### src/rtl/ysyx_23060171_gpr_wb_ctrl.sv
// GPR write-back controller: round-robin EXU/LSU arbitration onto the single
// GPR write port, plus a per-register busy scoreboard for IDU hazard stalls.
module ysyx_23060171_gpr_wb_ctrl #(
    parameter int ADDR_WIDTH = 5,
    parameter int DATA_WIDTH = 32
) (
    input  logic                  clk,
    input  logic                  rst,
    input  logic                  issue_valid,
    input  logic                  issue_wen,
    input  logic [ADDR_WIDTH-1:0] issue_rd,
    input  logic [ADDR_WIDTH-1:0] issue_rs1,
    input  logic [ADDR_WIDTH-1:0] issue_rs2,
    output logic                  issue_stall,
    input  logic                  exu_valid,
    input  logic [ADDR_WIDTH-1:0] exu_waddr,
    input  logic [DATA_WIDTH-1:0] exu_wdata,
    output logic                  exu_ready,
    input  logic                  lsu_valid,
    input  logic [ADDR_WIDTH-1:0] lsu_waddr,
    input  logic [DATA_WIDTH-1:0] lsu_wdata,
    output logic                  lsu_ready,
    output logic                  gpr_wen,
    output logic [ADDR_WIDTH-1:0] gpr_waddr,
    output logic [DATA_WIDTH-1:0] gpr_wdata,
    output logic                  idle
);

    localparam int NREG = 2 ** ADDR_WIDTH;

    logic [NREG-1:0]       busy_q, busy_d;
    logic [ADDR_WIDTH:0]   pend_q, pend_d;
    logic                  rr_q, rr_d;
    logic                  wen_q, wen_d;
    logic [ADDR_WIDTH-1:0] waddr_q, waddr_d;
    logic [DATA_WIDTH-1:0] wdata_q, wdata_d;

    logic                  hazard, issue_fire, xfer, set_busy, clr_busy;
    logic [ADDR_WIDTH-1:0] xaddr;
    logic [DATA_WIDTH-1:0] xdata;

    // x0 is hardwired to zero, so it can never be a hazard source.
    function automatic logic busy_at(input logic [NREG-1:0] b,
                                     input logic [ADDR_WIDTH-1:0] idx);
        return (idx != '0) && b[idx];
    endfunction

    assign hazard      = busy_at(busy_q, issue_rs1) | busy_at(busy_q, issue_rs2) |
                         (issue_wen & busy_at(busy_q, issue_rd));
    assign issue_stall = issue_valid & hazard;
    assign issue_fire  = issue_valid & ~hazard;

    // rr_q == 0 favours EXU when both sides request.
    assign exu_ready = exu_valid & (~lsu_valid | ~rr_q);
    assign lsu_ready = lsu_valid & (~exu_valid | rr_q);

    assign gpr_wen   = wen_q;
    assign gpr_waddr = waddr_q;
    assign gpr_wdata = wdata_q;
    assign idle      = (pend_q == '0);

    always_comb begin
        xfer     = exu_ready | lsu_ready;
        xaddr    = exu_ready ? exu_waddr : lsu_waddr;
        xdata    = exu_ready ? exu_wdata : lsu_wdata;
        wen_d    = xfer && (xaddr != '0);
        waddr_d  = xfer ? xaddr : waddr_q;
        wdata_d  = xfer ? xdata : wdata_q;
        rr_d     = (exu_valid & lsu_valid) ? ~rr_q : rr_q;

        set_busy = issue_fire & issue_wen & (issue_rd != '0);
        clr_busy = wen_q;

        // Clear applied before set so a same-index set wins.
        busy_d = busy_q;
        if (clr_busy) busy_d[waddr_q] = 1'b0;
        if (set_busy) busy_d[issue_rd] = 1'b1;

        pend_d = pend_q;
        case ({set_busy, clr_busy && (pend_q != '0)})
            2'b10:   pend_d = pend_q + {{ADDR_WIDTH{1'b0}}, 1'b1};
            2'b01:   pend_d = pend_q - {{ADDR_WIDTH{1'b0}}, 1'b1};
            default: pend_d = pend_q;
        endcase
    end

    always_ff @(posedge clk) begin
        if (rst) begin
            busy_q  <= '0;
            pend_q  <= '0;
            rr_q    <= 1'b0;
            wen_q   <= 1'b0;
            waddr_q <= '0;
            wdata_q <= '0;
        end else begin
            busy_q  <= busy_d;
            pend_q  <= pend_d;
            rr_q    <= rr_d;
            wen_q   <= wen_d;
            waddr_q <= waddr_d;
            wdata_q <= wdata_d;
        end
    end

`ifndef SYNTHESIS
    // A commit with nothing outstanding means a requester wrote an unissued rd.
    a_no_underflow: assert property (@(posedge clk) disable iff (rst)
        wen_q |-> (pend_q != '0));
`endif

endmodule
### config.mk
export PLATFORM = sky130hd
export DESIGN_NAME = ysyx_23060171_gpr_wb_ctrl
export DESIGN_NICKNAME = d
export VERILOG_FILES = /design/src/rtl/ysyx_23060171_gpr_wb_ctrl.sv
export SDC_FILE = /design/constraint.sdc
export NUM_CORES = 1
export LEC_CHECK = 0
export ABC_AREA = 1
export CAP_MARGIN = 20
export CELL_PAD_IN_SITES_DETAIL_PLACEMENT = 0
export CELL_PAD_IN_SITES_GLOBAL_PLACEMENT = 1
export CORE_ASPECT_RATIO = 0.6
export CORE_MARGIN = 1.5
export CORE_UTILIZATION = 32
export DETAILED_ROUTE_END_ITERATION = 10
export HOLD_SLACK_MARGIN = 0.15
export PLACE_DENSITY_LB_ADDON = 0.1
export SYNTH_ARGS = -nofsm -noshare
export SYNTH_HDL_FRONTEND = slang
export SYNTH_SLANG_ARGS = --single-unit
### constraint.sdc
create_clock -name clk -period 4.01 [get_ports clk]
set_input_delay 0.401 -clock clk [delete_from_list [all_inputs] [get_ports clk]]
set_output_delay 0.401 -clock clk [all_outputs]
set_load 0.005 [all_outputs]
After elaboration in Yosys (flattened, before gate mapping)
Cells that the tools add are included.
Widths: inputs -> output; s select.
- $mul: 0
- reductions and logical operators: 14
- $add $sub $neg: 2
- magnitude comparators: 6
- div/mod/pow operators: 0
- equality and inequality tests: 2
- shifts and indexed selects: 0
- muxes and demuxes: 15
- bitwise gates (word level): 20
- operators with widths (cell ; count):
    $mux 32 ; 3
    $and 32x32->32 ; 1
    $not 32->32 ; 1
    $or 32x32->32 ; 1
    $lt 5x6->1 const B ; 4
    $reduce_bool 5->1 ; 4
    $bmux 1 s5 ; 3
    $pmux 6 s2 ; 1
    $demux 1 s5 ; 2
    $ge 5x1->1 const B ; 2
    $and 1x1->1 ; 8
    $logic_and 1x1->1 ; 7
    $add 6x1->6 const B ; 1
    $logic_not 6->1 ; 1
    $reduce_bool 6->1 ; 1
    $sub 6x1->6 const B ; 1
    $mux 1 ; 5
    $mux 5 ; 1
    $or 1x1->1 ; 5
    $not 1->1 ; 4
    $eq 2x1->1 const B ; 1
    $eq 2x2->1 const B ; 1
    $reduce_bool 2->1 ; 1
- bits in registers: 77
- memories kept: 0
- word-level logic and storage cells: 65
- bits in latches: 0
- bits in read-only memories: 0
- bits of input ports: 95
- memory bits (writable): 0

Longest topological paths before layout
Gate-level depths: netlist (run 1).
- depth after elaboration: 11
- gate-level depth with buffers: 27
- gate-level depth less buffers: 25

Worst setup path after synthesis (run 1)
OpenSTA, ideal clock, no wires.
- kind: input to register
- start: in issue_rs2[0]
- end: reg pend_q[5]
- slack: 908 ps
- arrival time: 2989 ps
- path buffers: 3
- stages: 23
- cells stage by stage: clkbuf_2 > buf_2 > nand2_1 > nand3_1 > nand3_1 > nand3_1 > nand2_1 > nand2_1 > nand3_1 > nor2_4 > buf_6 > nand2_1 > ha_1 > ha_1 > a21oi_1 > nand2_1 > a21o_1 > a21oi_1 > nor2_1 > nor2_1 > nand2_1 > nor2_1 > nor2_1
- cells in the longest elaborated chain, start to end: 11
- ends and longest elaborated chain (what ; line ; text):
    start: declaration ; 13 ; input logic [ADDR_WIDTH-1:0] issue_rs2,
    $bmux 1 s5 ; 45 ; return (idx != '0) && b[idx];
    $mux 1 (not written as such) ; 45 ;
    $logic_and 1x1->1 * ; 45 ;
    $or 1x1->1 * (2 in a row) ; 48 ; assign hazard = busy_at(busy_q, issue_rs1) | busy_at(busy_q, issue_rs2) |
    $not 1->1 * ; 51 ; assign issue_fire = issue_valid & ~hazard;
    $and 1x1->1 * ; 51 ;
    $and 1x1->1 * (2 in a row) ; 71 ; set_busy = issue_fire & issue_wen & (issue_rd != '0);
    $eq 2x1->1 or $eq 2x2->1 (tied branches) ; 80 ; case ({set_busy, clr_busy && (pend_q != '0)})
    $pmux 6 s2 or $reduce_bool 2->1 (tied branches) ; -- ;
    end signal: assignment ; 97 ; pend_q <= pend_d;
    end: declaration ; 32 ; logic [ADDR_WIDTH:0] pend_q, pend_d;
Every way passes the cells marked *; elsewhere a longest branch is shown, timed or not. The select of a mux whose other input is x is not followed.
A chain may end at the register's enable or synchronous reset.

Worst setup path in the final report (run 1)
- start: in issue_rs1[0]
- end: reg pend_q[5]
- cells in the longest elaborated chain, start to end: 11
- ends and longest elaborated chain (what ; line ; text):
    start: declaration ; 12 ; input logic [ADDR_WIDTH-1:0] issue_rs1,
    $bmux 1 s5 ; 45 ;
    $mux 1 (not written as such) ; 45 ;
    $logic_and 1x1->1 * ; 45 ;
    $or 1x1->1 * (2 in a row) ; 48 ;
    $not 1->1 * ; 51 ;
    $and 1x1->1 * ; 51 ;
    $and 1x1->1 * (2 in a row) ; 71 ;
    $eq 2x1->1 or $eq 2x2->1 (tied branches) ; 80 ;
    $pmux 6 s2 or $reduce_bool 2->1 (tied branches) ; -- ;
Marked as above.

==> impl_metrics.toml, run 1 <==
[status]
outcome = "finished, final reports clean"

[cts]
cts.sinks = 77
cts_setup_buffers = 0
ctsHoldBuffers = 0
clk_latency_ps = 340
cts.htree.levels = 3
numCtsBuffers = 9
cts_tree = "yes"
ctsResizeCount = 0
clockBufferDepth = 2
path_clk_slew_ps = 50
cts_root_buf = "clkbuf_16"

[logic_synthesis]
ys.flop_type = "dfxtp_1"
ys_ff_latch = 77
syn-num-nets = 852
synth_async_sr_flop_share = 0
synth_edf_count = 0
syn_area_mm2 = 0.00463
ys_seq_area_frac = 0.333
netlist_instances = 751
synth_cell_types = 30
synth_warnings = 0
avgSynthCellArea_um2 = 6.16

[timing]
slew_viol_final = 0
finalCritPeriodShare = 0.861
clock_skew_ps = 7.79
final_hold_viol_count = 0
finalSetupTns_ps = 0
setup_viol = 0
rsz0062_at_grt = "no"
setup_slack_ps = 556
clock.fmax_mhz = 290
min_period_ps = 3450
slew_headroom = 0.477
tightestPinTransition_ps = 782

[global_route]
overflow = 0
antenna_found_initial = 0
grt_max_degree = 37
grtUsageTotal = 0.244
grt_pass1_vias = 5207
grt_pass1_wl_um = 28200

[setup_path]
reg2reg_slack_ps = 990
path_max_fanout = 13
required_ps = 4280
critPathLaunchType = "input port"
reg2reg_from = "busy_q[13]"
critPathKind = "input port to register"
r2r_cells = 22
cp.arrival_ps = 3730
worstReg2RegEnd = "pend_q[5]"
end_kind = "register"

[floorplan]
die-area_mm2 = 0.0152
fp.dieH_um = 96.2
row_count = 33
initial_core_util = 0.334
boundaryPins = 137
coreArea_mm2 = 0.0139
die_w_um = 158

[routing]
vias = 5461
first_pass_iters = 5
viasPerCell = 5.09
drt-initial-drc-count = 488
post-route-drc-count = 0
wl_per_cell_um = 16.5
wirelength_um = 17700
ant_nets = 0

[hold_path]
worstHoldPathCells = 2
hold_end = "gpr_wdata[16]"
hp-start = "gpr_wdata[16]"
hp-class = "register to register"

[placement]
place_hpwl_um = 13600
dp_slack_ps = 224
place_congestion = 0.898
port_buffers = 136

[power_and_ir_drop]
power_switching_uw = 744
seq_power_share = 0.348
power.total_mw = 2.50
power.density_mw_per_mm2 = 384
comb_power_share = 0.275
clkPwrFrac = 0.377
power_switching_share = 0.298
p_leak_nw = 2.63
intPower_mw = 1.76
peakVddDrop_uv = 204

[final_layout]
most-common-layout-cells = "177 x nand2_1, 136 x clkdlybuf4s50_1, 115 x nand3_1, 106 x o21ai_0, 86 x nor2_1"
layout_commonest_cell = "nand2_1"
fillers = 1422
drive_gt1_frac = 0.0397
fin_util = 0.469
area_delta_synth_final_pct = 40.5
register_area_mm2 = 0.00154
nets = 977
multiInputGateArea_mm2 = 0.00265
diodes = 0

[run]
maxCapViolCount = 0
cells by family (layout without fill, tap and decap cells):
group           Yosys count  after routing  share of synthesized area
simple gates            393            393                      0.356
xor+xnor                  3              3                    0.00568
buf+inv                 106            236                     0.0957
compound gates          162            162                      0.183
flops                    77             77                      0.333
mux                       4              4                    0.00865
fa+ha+maj                 6              6                     0.0178
layer usage:
metal  track usage  routed length (um)  vias to the layer above
met5             0                   0                        -
met4        0.0576                 214                        0
met3        0.0725                1780                       17
met2         0.352                7070                      224
met1         0.352                8600                     2488
li1              -                   -                     2732
power groups by stage:
stage	logic [mW]	registers (mW)	clock network [mW]
6_report	0.688	0.870	0.942
5_1_grt	0.762	0.877	0.990
4_1_cts	0.687	0.871	0.958
3_5_place_dp	0.683	0.886	0
3_3_place_gp	0.679	0.885	0
2_1_floorplan	0.380	0.879	0
synth_stat cells (3+ instances only):
| library cell | instances | area share |
|---|---|---|
| nor2_1 | 87 | 0.071 |
| clkbuf_1 | 23 | 0.019 |
| clkinv_1 | 3 | 0.0024 |
| ha_1 | 5 | 0.014 |
| nand2_1 | 177 | 0.14 |
| mux2i_1 | 4 | 0.0086 |
| inv_1 | 63 | 0.051 |
| dfxtp_1 | 77 | 0.33 |
| o22ai_1 | 4 | 0.0054 |
| o21ai_0 | 106 | 0.11 |
| buf_6 | 4 | 0.0097 |
| a21oi_1 | 39 | 0.042 |
| buf_2 | 8 | 0.0086 |
| nand3_1 | 115 | 0.12 |
| o211ai_1 | 7 | 0.011 |
| nor3_1 | 9 | 0.0097 |
critical path: stages:
cell	delay (ps)
clkdlybuf4s50_1	630
buf_4	250
nand2_1	70
nand3_1	70
nand2_1	60
nand2_1	60
nand3_1	80
nand3_1	80
nand3_1	150
nor2_4	140
nand2_1	80
ha_1	270
ha_1	360
a21oi_1	190
nand2_1	100
a21o_1	170
a21oi_1	170
nor2_1	60
nor2_1	80
nand2_1	70
nand2_1	60
nand2_1	40
nor2_1	80
how the worst max path moves through the flow:
stage / endpoint / slack (ps) / from
3_3_place_gp: pend_q[5] / 320 / issue_rs1[0]
5_1_grt: pend_q[5] / 200 / issue_rs1[0]
3_5_place_dp: pend_q[5] / 220 / issue_rs1[0]
4_1_cts: pend_q[5] / 590 / issue_rs1[0]
2_1_floorplan: pend_q[5] / 910 / issue_rs2[0]
6_report: pend_q[5] / 560 / issue_rs1[0]
sequential cells by signal (all words and copies together), names as in the netlist:
signal     flops
busy_q        32
gpr_waddr      5
gpr_wdata     32
gpr_wen        1
pend_q         6
rr_q           1
per-stage QoR:
step	instance area, um^2	hold slack, ps	cells
2_1_floorplan	4630	453	751
3_3_place_gp	6170	465	1057
3_5_place_dp	6170	475	1057
4_1_cts	6510	486	1073
5_1_grt	6510	511	1073
6_report	6510	488	1073
cell type report:
cell class | count | area share
Clock inverter | 6 | 0.0171
Inverter | 68 | 0.0392
Sequential cell | 77 | 0.237
Timing Repair Buffer | 152 | 0.228
Multi-Input combinational cell | 568 | 0.407
Tap cell | 192 | 0.0369
Clock buffer | 10 | 0.0352
Note: power is estimated with default switching activity, not from simulation.
==> run 2, diff against run 1 <==
- SETUP_SLACK_MARGIN: default -> 0.1
==> results of run 2 <==
No change in the layout: final DEF, timing and power equal those of run 1.
==> run 3, diff against run 2 <==
- ABC_CLOCK_PERIOD_IN_PS: default -> 4010
- CORE_MARGIN: 1.5 -> default
==> run 3 against run 2 <==
Effect of this change:
- global-route usage fell by 0.40 points
- total power fell by 7.5%
- clock power fell by 20%
- via count rose by 0.40%
- non-clock buffer count rose by 1
- register-to-register slack improved by 60 ps
- sequential cell count did not move
- routed wire length fell by 3.1%
- critical path type unchanged
- highest routed layer unchanged
==> impl_metrics.toml, run 3 (synthesized netlist as in run 1, its figures left out) <==
[timing]
setup_slack_ps = 540
min_period_ps = 3470
rsz0062_at_grt = "no"
clock.fmax_mhz = 288
final_hold_viol_count = 0
slew_viol_final = 0
slew_headroom = 0.647
whs_ps = 481
finalSetupTns_ps = 0
finalCritPeriodShare = 0.865
clock_skew_ps = 7.79
tightestPinTransition_ps = 529
setup_viol = 0

[global_route]
grtUsageTotal = 0.240
grt_pass1_wl_um = 27500
grt_max_degree = 40
antenna_found_initial = 0
overflow = 0
grt_pass1_vias = 5136

[power_and_ir_drop]
peakVddDrop_uv = 176
seq_power_share = 0.377
intPower_mw = 1.57
p_leak_nw = 2.60
power_switching_uw = 748
comb_power_share = 0.297
clkPwrFrac = 0.327
power_switching_share = 0.323
power.density_mw_per_mm2 = 358

[setup_path]
critPathLaunchType = "input port"
end_kind = "register"
required_ps = 4250
path_max_fanout = 13
critPathKind = "input port to register"
cp.arrival_ps = 3710

[routing]
first_pass_iters = 5
wl_per_cell_um = 15.9
drt-initial-drc-count = 457
post-route-drc-count = 0
ant_nets = 0
viasPerCell = 5.11
wirelength_um = 17100
vias = 5483

[cts]
cts.sinks = 77
ctsResizeCount = 0
numCtsBuffers = 9
clockBufferDepth = 2
cts_root_buf = "clkbuf_16"
ctsHoldBuffers = 0
cts_tree = "yes"
cts.htree.levels = 3
cts_setup_buffers = 0
path_clk_slew_ps = 60
clk_latency_ps = 340

[floorplan]
fp.dieH_um = 95.2
row_count = 33
boundaryPins = 137
die_w_um = 157
die-area_mm2 = 0.0150
initial_core_util = 0.334
coreArea_mm2 = 0.0139

[placement]
port_buffers = 136
place_hpwl_um = 13100
dp_slack_ps = 100
place_congestion = 0.902

[final_layout]
layout_commonest_cell = "nand2_1"
diodes = 0
nets = 978
fillers = 1457
most-common-layout-cells = "177 x nand2_1, 135 x clkdlybuf4s50_1, 115 x nand3_1, 106 x o21ai_0, 86 x nor2_1"
area_delta_synth_final_pct = 39.5
drive_gt1_frac = 0.0420

[status]
outcome = "finished, final reports clean"

[run]
maxCapViolCount = 0

[hold_path]
hp-class = "register to register"
[run 3: changes by cell type in the layout (fill, tap and decap cells not counted)]
cell,delta
inv_1,-1
clkinv_4,-1
bufinv_16,-3
clkinvlp_4,+3
buf_12,+1
clkdlybuf4s50_1,-1
clkinv_2,+1
inv_2,+1
dlymetal6s2s_1,+1
[run 3: cell type report]
type | instances | area, um^2 | area share
tap | 192 | 240 | 0.0372
clock inverter | 6 | 40.0 | 0.00620
multi-input combinational | 568 | 2650 | 0.410
clock buffer | 10 | 229 | 0.0355
timing repair buffer | 153 | 1500 | 0.233
sequential | 77 | 1540 | 0.239
inverter | 68 | 255 | 0.0395
[run 3: worst paths after layout]
kind | end | slack [ps] | start | depth (start not counted)
worst min-delay path | gpr_wdata[27] | 480 | gpr_wdata[27] | 2
worst max register to register | pend_q[5] | 1050 | busy_q[13] | 21
worst min register to register | gpr_wdata[27] | 480 | gpr_wdata[27] | 2
worst max-delay path | pend_q[5] | 540 | issue_rd[0] | 25
[run 3: power groups by stage]
stage | Clock (mW) | Sequential (mW) | Combinational (mW)
after detailed placement | 0 | 0.887 | 0.678
final | 0.756 | 0.871 | 0.686
after floorplan | 0 | 0.879 | 0.380
after CTS | 0.771 | 0.871 | 0.681
after global placement | 0 | 0.885 | 0.678
after global routing | 0.805 | 0.880 | 0.762
[run 3: routing by layer]
layer	vias to the layer above	global-route usage	wire length, um
li1	2727	-	-
met1	2557	0.351	8610
met2	190	0.356	7100
met3	9	0.0541	1310
met4	0	0.0477	109
met5	-	0	0
[run 3: through the flow]
stage	util	area (um^2)	power (mW)	instances
final	0.465	6460	2.31	1074
after global routing	0.465	6460	2.45	1074
after CTS	0.465	6450	2.32	1074
after detailed placement	0.446	6190	1.57	1058
after global placement	0.446	6190	1.56	1058
after floorplan	-	4630	1.26	751
[run 3: critical path: stages]
cell,delay (ps)
clkdlybuf4s50_1,620
inv_2,180
nand2_1,90
nand2_1,50
nand2_1,60
nand2_1,70
nand2_1,100
nand2_1,60
nor2_1,120
nand2_1,70
nand2_1,60
nand2_1,80
nor2_4,90
nand2_1,80
ha_1,270
ha_1,370
a21oi_1,170
nand2_1,90
a21o_1,160
a21oi_1,190
nor2_1,60
nor2_1,90
nand2_1,70
nor2_1,80
nor2_1,50
